### src/rtl/vic_irq_ctrl.sv
// Vectored interrupt controller.
// Synchronizes raw interrupt lines, detects edges or levels per channel,
// keeps a pending vector, and presents the most urgent pending channel
// to the CPU through an IDLE -> REQ -> SERVICE handshake with no nesting.
module vic_irq_ctrl #(
    parameter int N_IRQ  = 31,
    parameter int PRIO_W = 2,
    localparam int AW    = $clog2(N_IRQ)
) (
    input  logic                    i_clk,
    input  logic                    i_rst,
    input  logic [N_IRQ-1:0]        i_ext,
    input  logic [4*N_IRQ-1:0]      i_cfg,
    input  logic [PRIO_W*N_IRQ-1:0] i_prio,
    input  logic                    i_en,
    input  logic                    i_ack,
    input  logic                    i_eoi,
    output logic                    o_irq,
    output logic [AW-1:0]           o_irq_addr,
    output logic [PRIO_W-1:0]       o_irq_prio,
    output logic [N_IRQ-1:0]        o_pending
);

    typedef enum logic [1:0] {
        IDLE,
        REQ,
        SERVICE
    } state_t;

    state_t             state;
    logic [N_IRQ-1:0]   sync1;
    logic [N_IRQ-1:0]   sync2;
    logic [N_IRQ-1:0]   hist;
    logic [N_IRQ-1:0]   pending;
    logic [N_IRQ-1:0]   pending_nxt;
    logic [1:0]         arm_cnt;
    logic               armed;
    logic               ack_fire;
    logic               any_pending;
    logic [AW-1:0]      arb_addr;
    logic [PRIO_W-1:0]  arb_prio;
    logic               arb_found;

    // Two-stage synchronizer followed by a history stage for edge detection.
    // NOTE: sequential state uses non-blocking assignments so every flop samples
    // the pre-edge value of its neighbour; blocking here would collapse the chain.
    always_ff @(posedge i_clk or posedge i_rst) begin
        if (i_rst) begin
            sync1 <= '0;
            sync2 <= '0;
            hist  <= '0;
        end else begin
            sync1 <= i_ext;
            sync2 <= sync1;
            hist  <= sync2;
        end
    end

    // Arming counter: edges are ignored until the synchronizer and history
    // stages have been refilled from the live lines after reset.
    always_ff @(posedge i_clk or posedge i_rst) begin
        if (i_rst) begin
            arm_cnt <= 2'd0;
        end else if (arm_cnt != 2'd3) begin
            arm_cnt <= arm_cnt + 2'd1;
        end
    end

    assign armed       = (arm_cnt == 2'd3);
    assign ack_fire    = (state == REQ) && i_ack;
    assign any_pending = |pending;

    // Next pending vector: level channels follow the line, edge channels set on
    // a detected edge and clear on acknowledge of that channel (set wins).
    // NOTE: pending_nxt gets a full default before any conditional update so the
    // block stays purely combinational with no inferred latch.
    always_comb begin
        pending_nxt = pending;
        for (int c = 0; c < N_IRQ; c++) begin
            if (!i_cfg[4*c+3]) begin
                pending_nxt[c] = 1'b0;
            end else if (!i_cfg[4*c+2] && !i_cfg[4*c+1]) begin
                pending_nxt[c] = (sync2[c] == i_cfg[4*c]);
            end else begin
                if (ack_fire && (o_irq_addr == AW'(c))) begin
                    pending_nxt[c] = 1'b0;
                end
                if (armed && ((i_cfg[4*c+2] && sync2[c] && !hist[c]) ||
                              (i_cfg[4*c+1] && !sync2[c] && hist[c]))) begin
                    pending_nxt[c] = 1'b1;
                end
            end
        end
    end

    // Pending register.
    always_ff @(posedge i_clk or posedge i_rst) begin
        if (i_rst) begin
            pending <= '0;
        end else begin
            pending <= pending_nxt;
        end
    end

    assign o_pending = pending;

    // Arbiter: highest priority among pending channels, lowest index on a tie
    // (strict greater-than keeps the earlier, lower-index winner).
    always_comb begin
        arb_found = 1'b0;
        arb_addr  = '0;
        arb_prio  = '0;
        for (int c = 0; c < N_IRQ; c++) begin
            if (pending[c] &&
                (!arb_found || (i_prio[c*PRIO_W +: PRIO_W] > arb_prio))) begin
                arb_found = 1'b1;
                arb_addr  = AW'(c);
                arb_prio  = i_prio[c*PRIO_W +: PRIO_W];
            end
        end
    end

    // Request handshake FSM with registered outputs; the presented channel is
    // refreshed every cycle in REQ and frozen once acknowledged.
    always_ff @(posedge i_clk or posedge i_rst) begin
        if (i_rst) begin
            state      <= IDLE;
            o_irq      <= 1'b0;
            o_irq_addr <= '0;
            o_irq_prio <= '0;
        end else begin
            case (state)
                IDLE: begin
                    o_irq <= 1'b0;
                    if (i_en && any_pending) begin
                        state      <= REQ;
                        o_irq      <= 1'b1;
                        o_irq_addr <= arb_addr;
                        o_irq_prio <= arb_prio;
                    end
                end
                REQ: begin
                    if (i_ack) begin
                        state <= SERVICE;
                        o_irq <= 1'b0;
                    end else if (!i_en || !any_pending) begin
                        state <= IDLE;
                        o_irq <= 1'b0;
                    end else begin
                        o_irq_addr <= arb_addr;
                        o_irq_prio <= arb_prio;
                    end
                end
                SERVICE: begin
                    o_irq <= 1'b0;
                    if (i_eoi) begin
                        state <= IDLE;
                    end
                end
                default: begin
                    state <= IDLE;
                    o_irq <= 1'b0;
                end
            endcase
        end
    end

endmodule

### config.mk
export PLATFORM = sky130hd
export DESIGN_NAME = vic_irq_ctrl
export DESIGN_NICKNAME = d
export VERILOG_FILES = /design/src/rtl/vic_irq_ctrl.sv
export SDC_FILE = /design/constraint.sdc
export NUM_CORES = 1
export LEC_CHECK = 0
export ABC_AREA = 1
export BUFFER_PORTS_ARGS = -buffer_cell sky130_fd_sc_hd__buf_4
export CAP_MARGIN = 0
export CORE_UTILIZATION = 52
export CTS_CLUSTER_DIAMETER = 80
export CTS_CLUSTER_SIZE = 40
export DETAILED_ROUTE_END_ITERATION = 12
export GPL_ROUTABILITY_DRIVEN = 0
export GPL_TIMING_DRIVEN = 1
export PLACE_DENSITY_LB_ADDON = 0.3
export SLEW_MARGIN = 20
export SYNTH_ARGS = -nofsm -noshare
export SYNTH_HDL_FRONTEND = slang
export SYNTH_SLANG_ARGS = --single-unit
### constraint.sdc
create_clock -name i_clk -period 37.3 [get_ports i_clk]
set_input_delay 3.73 -clock i_clk [delete_from_list [all_inputs] [get_ports i_clk]]
set_output_delay 3.73 -clock i_clk [all_outputs]
set_load 0.01 [all_outputs]
* Word-level counts from Yosys, hierarchy flattened
Index checks and enable logic that the tools add are counted.
Cells by class: muxes and demuxes 232, eq/ne operators 101, add/sub/neg operators 1, order comparisons 30, reductions and logical operators 473
Operators with widths (number):
- 1-bit logical AND | 249
- 5-bit 2-to-1 mux | 32
- 1-bit 2-to-1 mux | 158
- 1-bit logical NOT | 156
- 4-bit by 1-bit inequality test with 1-bit output (second input constant) | 31
- 2-bit 2-to-1 mux | 38
- 5-bit equality test (second input constant) | 15
- 1-bit logical OR | 62
- 2-bit greater-than comparator | 30
- 5-bit by 4-bit equality test with 1-bit output (second input constant) | 8
- 1-bit equality test | 31
- 31-bit OR reduction | 1
- 5-bit by 3-bit equality test with 1-bit output (second input constant) | 4
- 5-bit by 2-bit equality test with 1-bit output (second input constant) | 2
- 2-bit inequality test (second input constant) | 5
- 5-bit one-hot mux with 2 select lines | 1
- 2-bit one-hot mux with 3 select lines | 1
- 5-bit by 1-bit equality test with 1-bit output (second input constant) | 1
- 5-bit logical NOT | 1
- 2-bit equality test (second input constant) | 2
- 2-bit one-hot mux with 2 select lines | 1
- 4-bit AND reduction | 1
- 3-bit by 2-bit inequality test with 1-bit output (second input constant) | 1
- 3-bit AND reduction | 1
- 5 further kinds | 5
Word-level totals: word-level logic and storage cells 876, output and inout bits 39, bits in registers 136, input bits 222

* Depth between registers and ports, before layout
depth after elaboration 124, depth in mapped cells 236

* Least setup slack after synthesis
OpenSTA, ideal clock, no wires.
path kind input-to-reg, start point input i_prio[1], end point register o_irq_addr[4], required time 37.183 ns, arrival time 32.120 ns, cell stages on the path 207, path slack 5.062 ns, setup time 0.117 ns, cells stage by stage nand2_1 -> ha_1 -> nand2_1 -> nand2_1 -> nand2_1 -> nand2_1 -> nand2_1 -> nand2_1 -> nand2_1 -> ha_1 -> inv_1 -> nor2_1 -> o21ai_1 -> nand2_1 -> nand2_1 -> nand3_1 -> and2_1 -> ha_1 -> [171 not listed] -> o21ai_0 -> nand2_1 -> nand2_1 -> nand3_1 -> and2_1 -> ha_1 -> inv_1 -> nor2_1 -> o21ai_0 -> nand2_1 -> nand2_1 -> nand2_1 -> nor3_1 -> inv_1 -> nor2_1 -> nand2_1 -> o21ai_1 -> inv_1
Between the ends: cells in the longest elaborated chain, start to end 124
Ends and longest elaborated chain:
- start, declared | line 14 | input logic [PRIO_W*N_IRQ-1:0] i_prio,
- 2-bit 2-to-1 mux (*) | line 114 | if (pending[c] &&
- 2-bit greater-than comparator | line 115 | (!arb_found || (i_prio[c*PRIO_W +: PRIO_W] > arb_prio))) begin
- 1-bit logical OR | line 115
- 1-bit logical AND | line 114
- 2-bit 2-to-1 mux / 1-bit 2-to-1 mux (equally long branches) | line 114
- 2-bit greater-than comparator / 1-bit logical NOT (equally long branches) | line 115
- 1-bit logical OR | line 115
- 1-bit logical AND | line 114
- [108 not listed]
- 2-bit 2-to-1 mux / 1-bit 2-to-1 mux (equally long branches) | line 114
- 2-bit greater-than comparator / 1-bit logical NOT (equally long branches) | line 115
- 1-bit logical OR | line 115
- 1-bit logical AND | line 114
- 5-bit 2-to-1 mux (*) | line 114
- 5-bit 2-to-1 mux | line 146 | end else if (!i_en || !any_pending) begin
- 5-bit 2-to-1 mux | line 143 | if (i_ack) begin
- 5-bit one-hot mux with 2 select lines (*) | line 132 | case (state)
- end signal, assigned | line 138 | o_irq_addr <= arb_addr;
- end signal, assigned | line 150 | o_irq_addr <= arb_addr;
- end, declared | line 19 | output logic [AW-1:0] o_irq_addr,
Mark *: on every way between the ends. The rest lies on a longest branch, timed or not. The select of a mux whose other input is x is not followed. A chain may end at the register's enable or synchronous reset.

* Worst setup path in the final report
start point input i_prio[0], end point register o_irq_addr[4]
The elaborated chain is that of the path after synthesis.

==> flow_summary.yaml <==
clock_network:
  ctsLongestPathBuffers: 2
  clockRootBuffer: "clkbuf_16"
  numCtsBuffers: 17
  clk_pin_slew_worst_paths_ns: 0.06
  h-tree-depth: 4
  holdBufCountCts: 0
  insertion_delay_ns: 0.42
  cts_tree: "done"
  cts_sinks: 136
synthesis:
  synth_adder_area_share: 0.0563
  synthMuxAreaShare: 0.00133
  synthSimpleGateAreaFrac: 0.281
  synth_top_family_by_area: "simple AND/OR/NAND/NOR gates"
  synth-seq-area-share: 0.403
  synth_area_per_cell_sq_um: 7.80
  ys_types: 33
  syn-num-nets: 1344
  syn_inst: 1084
  synth-compound-area-share: 0.145
  synth-xor-area-share: 0.0332
  synth-seq-cells: 136
  ys.warnings.count: 0
  synth.cell_area_sq_mm: 0.00845
critical_path:
  max_stage_delay_ns: 0.36
  worst-path-buf-inv: 17
  crit_slowest_cell: "o32a_1"
  arrival_ns: 34.47
  crit_type: "input port to register"
  cp-start-kind: "input port"
  end_kind: "register"
  cpMostUsedCell: "nand2_2"
  crit_fanout: 6
  worstPathRequired_ns: 37.61
  critical-path-top-delay-family: "simple AND/OR/NAND/NOR gates"
timing:
  tightestPinTransition_ns: 0.988
  fmax_ghz: 0.0293
  timing.final.crit_period_ns: 34.16
  slew_viol_final: 0
  rsz0062_at_grt: "false"
  setup_tns_ns: 0
  holdWs_ns: 0.343
  setup_slack_ns: 3.14
  post-route-period-util: 0.916
  setup_violations: 0
  hold_violations: 0
  fin_skew_ns: 0.00868
  max_slew_margin: 0.339
final_layout:
  nNetsFinal: 1619
  fin_util: 0.709
  layout-drive-gt1-share: 0.317
  nFillCells: 1334
  area_growth_pct: 33.3
  antenna_cells: 0
drt:
  avgRoutedWirePerCell_um: 14.9
  wl_met2_mm: 11.5
  drt-vias-per-instance: 5.17
  drt_iter0_drc: 309
  drt_wl_total_mm: 23.6
  drc_errors: 0
  drtPass1Iterations: 5
  dr_wl_met3_mm: 1.45
  highest_layer: "met4"
  vias: 8210
  detail-route-antenna-nets: 0
  wl_met1_mm: 9.78
floorplanning:
  core-area_sq_mm: 0.0159
  initial_core_util: 0.532
  die_h_um: 129
  io_pins: 261
  num_rows: 46
  dieArea_sq_mm: 0.0168
  die_x_um: 129
global_route:
  grt_pass1_wl_mm: 37.2
  grt_pass1_vias: 8078
  overflow: 0
  grt_start_max_net_pins: 74
  grt_util_all_layers: 0.290
  antenna_found_initial: 0
place:
  hpwl_mm: 18.9
  post-place-ws_ns: 1.81
  port_buffers: 260
outcome:
  outcome: "completed"
power:
  cellPowerDensity_mw_per_mm2: 59.7
  irDropWorstVdd_mv: 0.0283
  p_leak_nw: 6.12
hold_path:
  hold_path.class: "register to register"
run:
  maxCapViolations: 0
-- stage by stage --
| step | cells | cell area [sq um] | total power [mW] |
|---|---|---|---|
| floorplan | 1084 | 8450 | 0.419 |
| global placement | 1556 | 10700 | 0.490 |
| detailed placement | 1556 | 10700 | 0.501 |
| CTS | 1587 | 11300 | 0.671 |
| global route | 1587 | 11300 | 0.728 |
| finish | 1587 | 11300 | 0.672 |
-- where the power goes --
part | total, mW | internal, mW | switching (mW)
registers | 0.175 | 0.160 | 0.0150
clock network | 0.167 | 0.105 | 0.0624
logic | 0.329 | 0.136 | 0.194
total | 0.672 | 0.401 | 0.271
-- state kept, by name, indices dropped and copies added, names as in the netlist --
name / flops
o_irq_addr: 5
state: 2
hist: 31
o_irq_prio: 2
sync1: 31
o_pending: 31
arm_cnt: 2
sync2: 31
o_irq: 1
-- metal layers --
| layer | vias up | track usage |
|---|---|---|
| met5 | - | 0 |
| met4 | 0 | 0.135 |
| met3 | 57 | 0.0570 |
| met2 | 279 | 0.494 |
| met1 | 3776 | 0.357 |
| li1 | 4098 | - |
-- timing repair --
item,in CTS,in global routing
gates resized for setup,0,15
endpoints found under the setup margin,0,7
buffers inserted,0,0
-- Yosys cell counts --
cell,number,share of area
nor2_2,1,0.00074
o211ai_1,2,0.0018
nor2_1,82,0.036
o21a_1,8,0.0071
nand2_4,10,0.013
xnor2_1,1,0.0010
nand2_2,60,0.044
nand2_1,194,0.086
ha_1,38,0.056
nand3_2,26,0.031
nand3_1,35,0.021
inv_2,4,0.0018
nand3b_1,1,0.00089
inv_1,171,0.076
o31ai_1,3,0.0027
xor2_1,31,0.032
nand4_1,3,0.0022
nor3_1,21,0.012
or2_2,39,0.029
a22oi_1,2,0.0018
o21ai_0,91,0.054
and2_1,4,0.0030
o21ai_1,6,0.0036
mux2_2,1,0.0013
o32a_1,3,0.0036
a31oi_1,29,0.021
o22ai_1,31,0.023
nor4_1,1,0.00074
o21ai_2,1,0.0010
dfrtp_1,136,0.40
or2_1,1,0.00074
clkbuf_1,6,0.0027
a21oi_1,42,0.025
-- cells in the final DEF (no fill, tap or decap), types with 4 or more instances in the layout --
cell,netlist,routed
nor3_1,21,21
a31oi_1,29,29
nand2_2,60,60
nand3_1,35,35
buf_4,0,262
inv_1,171,170
or2_2,39,39
dfrtp_1,136,136
ha_1,38,38
nor2_1,82,82
o21a_1,8,8
and2_1,4,4
nand2_4,10,10
o21ai_0,91,77
clkbuf_16,0,17
a21oi_1,42,42
xor2_1,31,31
o22ai_1,31,31
inv_2,4,4
o21ai_1,6,19
nand3_2,26,26
nand2_1,194,194
-- worst paths after layout --
| kind | start | endpoint | slack [ns] | cells after the start |
|---|---|---|---|---|
| worst min register to register | sync1[13] | sync2[13] | 0.34 | 0 |
| max in group asynchronous | i_rst | sync1[12] | 32.56 | 3 |
| worst max register to register | o_pending[0] | o_irq_addr[4] | 5.99 | 212 |
| worst max-delay path | i_prio[0] | o_irq_addr[4] | 3.14 | 213 |
| worst min-delay path | sync1[13] | sync2[13] | 0.34 | 0 |
| min in group asynchronous | i_rst | hist[24] | 3.38 | 2 |
-- kinds of logic (layout without fill, tap and decap cells) --
family | count (synthesis) | in the layout
and+or+nand+nor | 478 | 478
AOI/OAI and AO/OA | 218 | 218
buffers and inverters | 181 | 468
DFF | 136 | 136
adders and majority gates | 38 | 38
xor gates and xnor gates | 32 | 32
muxes | 1 | 1
-- final cells by class --
cell class	instances	area, sq um	area share
multi-input cells	767	4370	0.388
clock buffers	20	437	0.0388
flip-flops and latches	136	3400	0.302
repair buffers	262	1970	0.175
clock inverters	11	150	0.0133
inverters	175	662	0.0588
well taps	216	270	0.0240
Power figures use the tool's default switching activity.
